**config.mk**
```make
export PLATFORM = sky130hd
export DESIGN_NAME = bus_sequencer
export DESIGN_NICKNAME = d
export VERILOG_FILES = /design/src/rtl/bus_sequencer.sv
export SDC_FILE = /design/constraint.sdc
export NUM_CORES = 1
export LEC_CHECK = 0
export ABC_CLOCK_PERIOD_IN_PS = 1300
export BUFFER_PORTS_ARGS = -buffer_cell sky130_fd_sc_hd__buf_2
export CORE_MARGIN = 5
export CORE_UTILIZATION = 34
export CTS_BUF_LIST = sky130_fd_sc_hd__clkbuf_16
export CTS_CLUSTER_SIZE = 12
export DETAILED_ROUTE_END_ITERATION = 16
export GPL_TIMING_DRIVEN = 0
export PLACE_DENSITY = 0.83
export SLEW_MARGIN = 5
export SYNTH_ARGS = -nofsm -noshare
export SYNTH_HDL_FRONTEND = slang
export SYNTH_SLANG_ARGS = --single-unit
```
**constraint.sdc**
```tcl
create_clock -name clock -period 1.3 [get_ports clock]
set_input_delay 0 -clock clock [delete_from_list [all_inputs] [get_ports clock]]
set_output_delay 0 -clock clock [all_outputs]
set_load 0.05 [all_outputs]
```
**src/rtl/bus_sequencer.sv**
```systemverilog
// bus_sequencer: sequences the 4-bit multiplexed external bus across the
// 8-subcycle system cycle (A1,A2,A3,M1,M2,X1,X2,X3). Drives the address
// nibbles, CM-ROM/CM-RAM strobes and the PC increment pulse, and runs the
// two-system-cycle FIN sequence (ROM addressed from pair 0, fetched byte
// written into the pair selected by the FIN opcode).
//
// Ports:
//   clock      : system clock
//   reset      : synchronous, active-high reset
//   cycle      : subcycle index (0=A1 .. 7=X3)
//   inst       : latched instruction byte
//   two_word   : current system cycle is the second word of a 2-word inst
//   pc         : current program counter
//   pair0      : register pair 0 {r0,r1}
//   pair_sel   : register pair addressed by inst[3:1]
//   bus_out    : nibble driven onto the data bus
//   bus_oe     : bus_out drive enable
//   cm_rom     : ROM command strobe
//   cm_ram     : RAM command strobe
//   pc_inc     : one-subcycle PC increment pulse
//   fin_active : high for the whole FIN fetch system cycle
//   fin_write  : register file write enable for fetched data
//   fin_low    : 0 = high nibble to even reg, 1 = low nibble to odd reg
module bus_sequencer (
  input  logic        clock,
  input  logic        reset,
  input  logic [2:0]  cycle,
  input  logic [7:0]  inst,
  input  logic        two_word,
  input  logic [11:0] pc,
  input  logic [7:0]  pair0,
  input  logic [7:0]  pair_sel,
  output logic [3:0]  bus_out,
  output logic        bus_oe,
  output logic        cm_rom,
  output logic        cm_ram,
  output logic        pc_inc,
  output logic        fin_active,
  output logic        fin_write,
  output logic        fin_low
);

  localparam int unsigned ADDR_W = 12;

  localparam logic [2:0] CYC_A1 = 3'd0;
  localparam logic [2:0] CYC_A2 = 3'd1;
  localparam logic [2:0] CYC_A3 = 3'd2;
  localparam logic [2:0] CYC_M1 = 3'd3;
  localparam logic [2:0] CYC_M2 = 3'd4;
  localparam logic [2:0] CYC_X2 = 3'd6;
  localparam logic [2:0] CYC_X3 = 3'd7;

  localparam logic [3:0] OPR_FIN_SRC = 4'h3;
  localparam logic [3:0] OPR_SRC     = 4'h2;
  localparam logic [3:0] OPR_IO      = 4'hE;

  typedef enum logic {
    NORMAL    = 1'b0,
    FIN_FETCH = 1'b1
  } state_t;

  state_t state, state_nxt;

  logic              is_fin;
  logic              is_src;
  logic [ADDR_W-1:0] addr;

  // Pair index bits are consumed by the register file, not here.
  logic unused_inst_bits;
  assign unused_inst_bits = ^inst[3:1];

  // FIN/SRC decode; a second-word byte is data, never an opcode.
  assign is_fin = (inst[7:4] == OPR_FIN_SRC) && !inst[0] && !two_word;
  assign is_src = (inst[7:4] == OPR_SRC) && inst[0] && !two_word;

  // FIN fetches through pair 0 within the current ROM page.
  assign addr = (state == FIN_FETCH) ? {pc[11:8], pair0} : pc;

  // State register
  always_ff @(posedge clock) begin
    if (reset) state <= NORMAL;
    else       state <= state_nxt;
  end

  // Next state: advances only at the X3 boundary
  always_comb begin
    state_nxt = state;
    if (cycle == CYC_X3) begin
      case (state)
        NORMAL:    if (is_fin) state_nxt = FIN_FETCH;
        FIN_FETCH: state_nxt = NORMAL;
        default:   state_nxt = NORMAL;
      endcase
    end
  end

  // Per-subcycle bus, strobe and FIN outputs, all forced low under reset
  always_comb begin
    bus_out    = 4'h0;
    bus_oe     = 1'b0;
    cm_rom     = 1'b0;
    cm_ram     = 1'b0;
    pc_inc     = 1'b0;
    fin_active = 1'b0;
    fin_write  = 1'b0;
    fin_low    = 1'b0;
    if (!reset) begin
      case (cycle)
        CYC_A1: begin
          bus_out = addr[3:0];
          bus_oe  = 1'b1;
        end
        CYC_A2: begin
          bus_out = addr[7:4];
          bus_oe  = 1'b1;
        end
        CYC_A3: begin
          bus_out = addr[11:8];
          bus_oe  = 1'b1;
          cm_rom  = 1'b1;
          cm_ram  = 1'b1;
          pc_inc  = (state == NORMAL);
        end
        CYC_M2: begin
          if (state == NORMAL && inst[7:4] == OPR_IO) begin
            cm_rom = 1'b1;
            cm_ram = 1'b1;
          end
        end
        CYC_X2: begin
          if (state == NORMAL && is_src) begin
            bus_out = pair_sel[7:4];
            bus_oe  = 1'b1;
            cm_rom  = 1'b1;
            cm_ram  = 1'b1;
          end
        end
        CYC_X3: begin
          if (state == NORMAL && is_src) begin
            bus_out = pair_sel[3:0];
            bus_oe  = 1'b1;
          end
        end
        default: ;
      endcase

      if (state == FIN_FETCH) begin
        fin_active = 1'b1;
        // ROM data appears on M1 (high nibble) then M2 (low nibble)
        if (cycle == CYC_M1) begin
          fin_write = 1'b1;
          fin_low   = 1'b0;
        end else if (cycle == CYC_M2) begin
          fin_write = 1'b1;
          fin_low   = 1'b1;
        end
      end
    end
  end

endmodule

```
# [Word-level counts from Yosys, hierarchy flattened]
# Index checks and enable logic that the tools add are counted.
[word_totals] inputBits=42 mem_bits_rw=0 regBits=1 latch_bits=0 word_cells=46 rom_bits=0 out_inout_bits=11 n_memories=0
[classes] order_cmp=0 add_sub_neg=0 n_eq_ne=9 shift=0 multipliers=0 n_mux=24 bitwise=1 div=0 n_reduce_logical=11
[ops] operator="$pmux 4 s5" n=1
[ops] operator="$mux 1" n=16
[ops] operator="$mux 4" n=3
[ops] operator="$eq 3x3->1 const B" n=3
[ops] operator="$eq 4x2->1 const B" n=2
[ops] operator="$mux 8" n=1
[ops] operator="$eq 3x2->1 const B" n=2
[ops] operator="$logic_and 1x1->1" n=6
[ops] operator="$eq 4x4->1 const B" n=1
[ops] operator="$pmux 1 s2" n=2
[ops] operator="$eq 3x1->1 const B" n=1
[ops] operator="$logic_not 3->1" n=1
[ops] operator="$pmux 1 s3" n=1
[ops] operator="$reduce_or 3->1" n=1
[ops] operator="$logic_not 1->1" n=2
[ops] operator="$reduce_or 2->1" n=1
[ops] operator="$not 1->1" n=1

# [Depth between registers and ports, before layout]
[depth] depth_word=7 mapped_depth=5 mapped_depth_nobuf=3

# [Least setup slack after synthesis]
# No wires, ideal clock.
[synth_timing] kind="flip-flop to output port" startpoint="register state" endpoint="output port cm_rom" setup_slack_ps=-1145 arrival_ps=2445 path_buffers=1 stages_incl_launch_ff=5 cell_sequence="dfxtp_1 > and4bb_2 > nand3_1 > a311oi_1 > buf_4"
[synth_between] elab_chain_len=5 elab_cells_between_ends=7 classes_between="mux: 4; bitwise: 1; reduce/logical: 2"
[synth_rtl] element="start, declared" line_no="62" text="state_t state, state_nxt;"
[synth_rtl] element="start signal, assigned" line_no="82" text="else state <= state_nxt;"
[synth_rtl] element="$not 1->1 (*)"
[synth_rtl] element="$logic_and 1x1->1, on equally long branches" line_no="131, 125"
[synth_rtl] element="$mux 1, on equally long branches"
[synth_rtl] element="$pmux 1 s3 (*)"
[synth_rtl] element="$mux 1 (*)"
[synth_rtl] element="end, declared" line_no="35" text="output logic cm_rom,"
# Every way passes the cells marked *; elsewhere a longest branch is shown, timed or not.

# [Worst setup path in the final report]
[layout_timing] startpoint="register state" endpoint="output port cm_rom"
[layout_between] elab_chain_len=5 elab_cells_between_ends=7 classes_between="mux: 4; bitwise: 1; reduce/logical: 2"
[layout_rtl] element="$not 1->1 (*)"
[layout_rtl] element="$logic_and 1x1->1, on equally long branches" line_no="131, 125"
[layout_rtl] element="$mux 1, on equally long branches" line_no="131, 125"
[layout_rtl] element="$pmux 1 s3 (*)" line_no="108" text="case (cycle)"
[layout_rtl] element="$mux 1 (*)" line_no="107" text="if (!reset) begin"
# Marks and branches as above.

==> out/metrics.cfg <==
[grt]
antenna_found_initial=0
grt_pass1_vias=551
grt_max_degree=11
grt_pass1_wl_mm=2.283
globalRoute.totalOverflow=0
grt_use_total=0.1325

[synthesis]
synth.mux.area_fraction=0.2633
synthArstFlopShare=0
synthSimpleGateAreaFrac=0.4051
synth_compound_area_frac=0.1873
avgSynthCellArea_um2=8.102
synth_top_family_by_area=simple AND/OR/NAND/NOR gates
syn_nets=103
synth_cell_types=26
yosys_warnings=0
seq_area_frac_synth=0.04051
ys.flop_type=dfxtp_1
synth-edff-count=0
synthAdderAreaFrac=0
synth_cells=61
syn-cell-area_um2=494.2
synth_seq_cells=1
synthXorXnorAreaFrac=0

[drt]
totalWireLength_mm=1.726
vias=655
via_per_inst=5.240
drt_iter0_drc=11
avgRoutedWirePerCell_um=13.81
route.detailed.drc=0
ant_nets=0
first_pass_iters=4

[outcome]
outcome=finished with violations
violations=negative setup slack

[placed_design]
dp_hpwl_mm=1.399
pre_cts_ws_ns=-0.1326
gp_congestion=0.6776
portBuffers=47
placed_area_um2=782.0

[worst_setup_path]
cp-start-kind=flop
cp-end-kind=output pin
cp_max_fo=4
r2r_slack_ns=0.13
reg2reg_depth=5
rr_endpoint=state
r2r-start=state
crit_arrival_ns=1.34
worstPathRequired_ns=1.30
crit_type=reg2out

[timing]
period_share=1.029
fmax_mhz=747.8
setup_violations=3
rsz0062_at_grt=true
max_slew.worst_pin.slew_ns=0.4006
setup_ws_ns=-0.03732
timing.slew.headroom=0.7322
drv_slew=0
fin_setup_tns_ns=-0.05471
hold_viol_final=0
finalClockSkew_ns=0
period_needed_ns=1.337

[clock_tree]
clkSlewWorstSetupHoldPaths_ns=0
clock_latency_ns=0
ctsHoldBuffers=0

[finish]
largest_reg_flops=1
n_fill_cell=123
layout-drive-gt1-share=0.6636
final_common_cell=buf_2
postLayoutCellArea_um2=832.0
top_register=state
diodes=0
syn2layout_area_growth_pct=68.35
nets=154
reg_top3=state: 1 flops
mostFrequentLayoutCells=buf_2, buf_4, o211ai_1
multi_input_comb_area_um2=464.2
seqCellArea_um2=21.27

[pwr]
cellPowerDensity_nw_per_um2=290.4
vdd_drop_max_mv=0.1264
totalPowerFinal_w=0.0002416
p_leak_nw=0.4013

[floorplanning]
core-area_um2=1334
die_y_um=48.13
ioPinCount=53
start_util=0.3705
fp-row-count=13
fp.dieArea_um2=2316
die_w_um=48.13

[worst_hold_path]
hold_path_depth=4
hold_start=inst[0]
min_path_type=in2reg
hold_end=state

[run]
cap_viol_max_count=0

timing repair:
item / in CTS / in global routing
endpoints found under the setup margin: 6 / 6
gates resized for setup: 7 / 7
pin swaps: 3 / 2
setup buffers: 2 / 0
cell families after synthesis:
| kind of cell | count (synthesis) |
|---|---|
| compound gates | 13 |
| simple gates | 28 |
| flops | 1 |
| buf+inv | 7 |
| mux | 12 |
how the worst max path moves through the flow:
stage | start | end | cells past startpoint
after floorplan | state | cm_rom | 4
after global placement | state | cm_rom | 5
after detailed placement | state | cm_rom | 5
after CTS | state | cm_rom | 5
after global routing | state | cm_rom | 5
final | state | cm_rom | 5
synth_stat cells (2+ instances only):
cell | n | area [um^2]
mux2_2 | 8 | 90.09
o211ai_1 | 8 | 60.06
nand2b_1 | 6 | 37.54
nand2_1 | 5 | 18.77
mux2i_1 | 4 | 40.04
nor2_1 | 3 | 11.26
a21oi_1 | 2 | 10.01
buf_2 | 2 | 10.01
buf_4 | 2 | 15.01
buf_6 | 2 | 22.52
nand3_1 | 2 | 10.01
nor3_1 | 2 | 10.01
nor4bb_1 | 2 | 20.02
per-layer routing:
layer / vias to the layer above / GRT usage / share of wire
met3: 0 / 0.007380 / 0.11
li1: 334 / - / -
met5: - / 0 / 0
met4: 0 / 0 / 0
met1: 291 / 0.1500 / 0.37
met2: 30 / 0.2797 / 0.52
worst max-delay path: stages, from the launching register on:
cell,delay [ns]
dfxtp_2,0.32
and4bb_2,0.34
nand3_2,0.10
a311oi_4,0.30
buf_6,0.14
buf_8,0.13
report_power, final:
group          switching (W)  internal (W)
combinational       0.000110     0.0000997
clock                      0             0
sequential      0.0000000791     0.0000314
through the flow:
stage / instances / util / hold WS, ns
after global placement: 123 / 0.5863 / 0.3057
after detailed placement: 123 / 0.5863 / 0.3081
after floorplan: 61 / - / 0.06103
final: 125 / 0.6238 / 0.3105
after global routing: 125 / 0.6238 / 0.3423
after CTS: 125 / 0.6154 / 0.3081
layout make-up:
class,count,share of cell area
inverters,1,0.004511
flip-flops and latches,1,0.02556
multi-input cells,53,0.5579
repair buffers,49,0.3278
well taps,15,0.02256
plain buffers,6,0.06165
(Power assumes the default switching activity.)
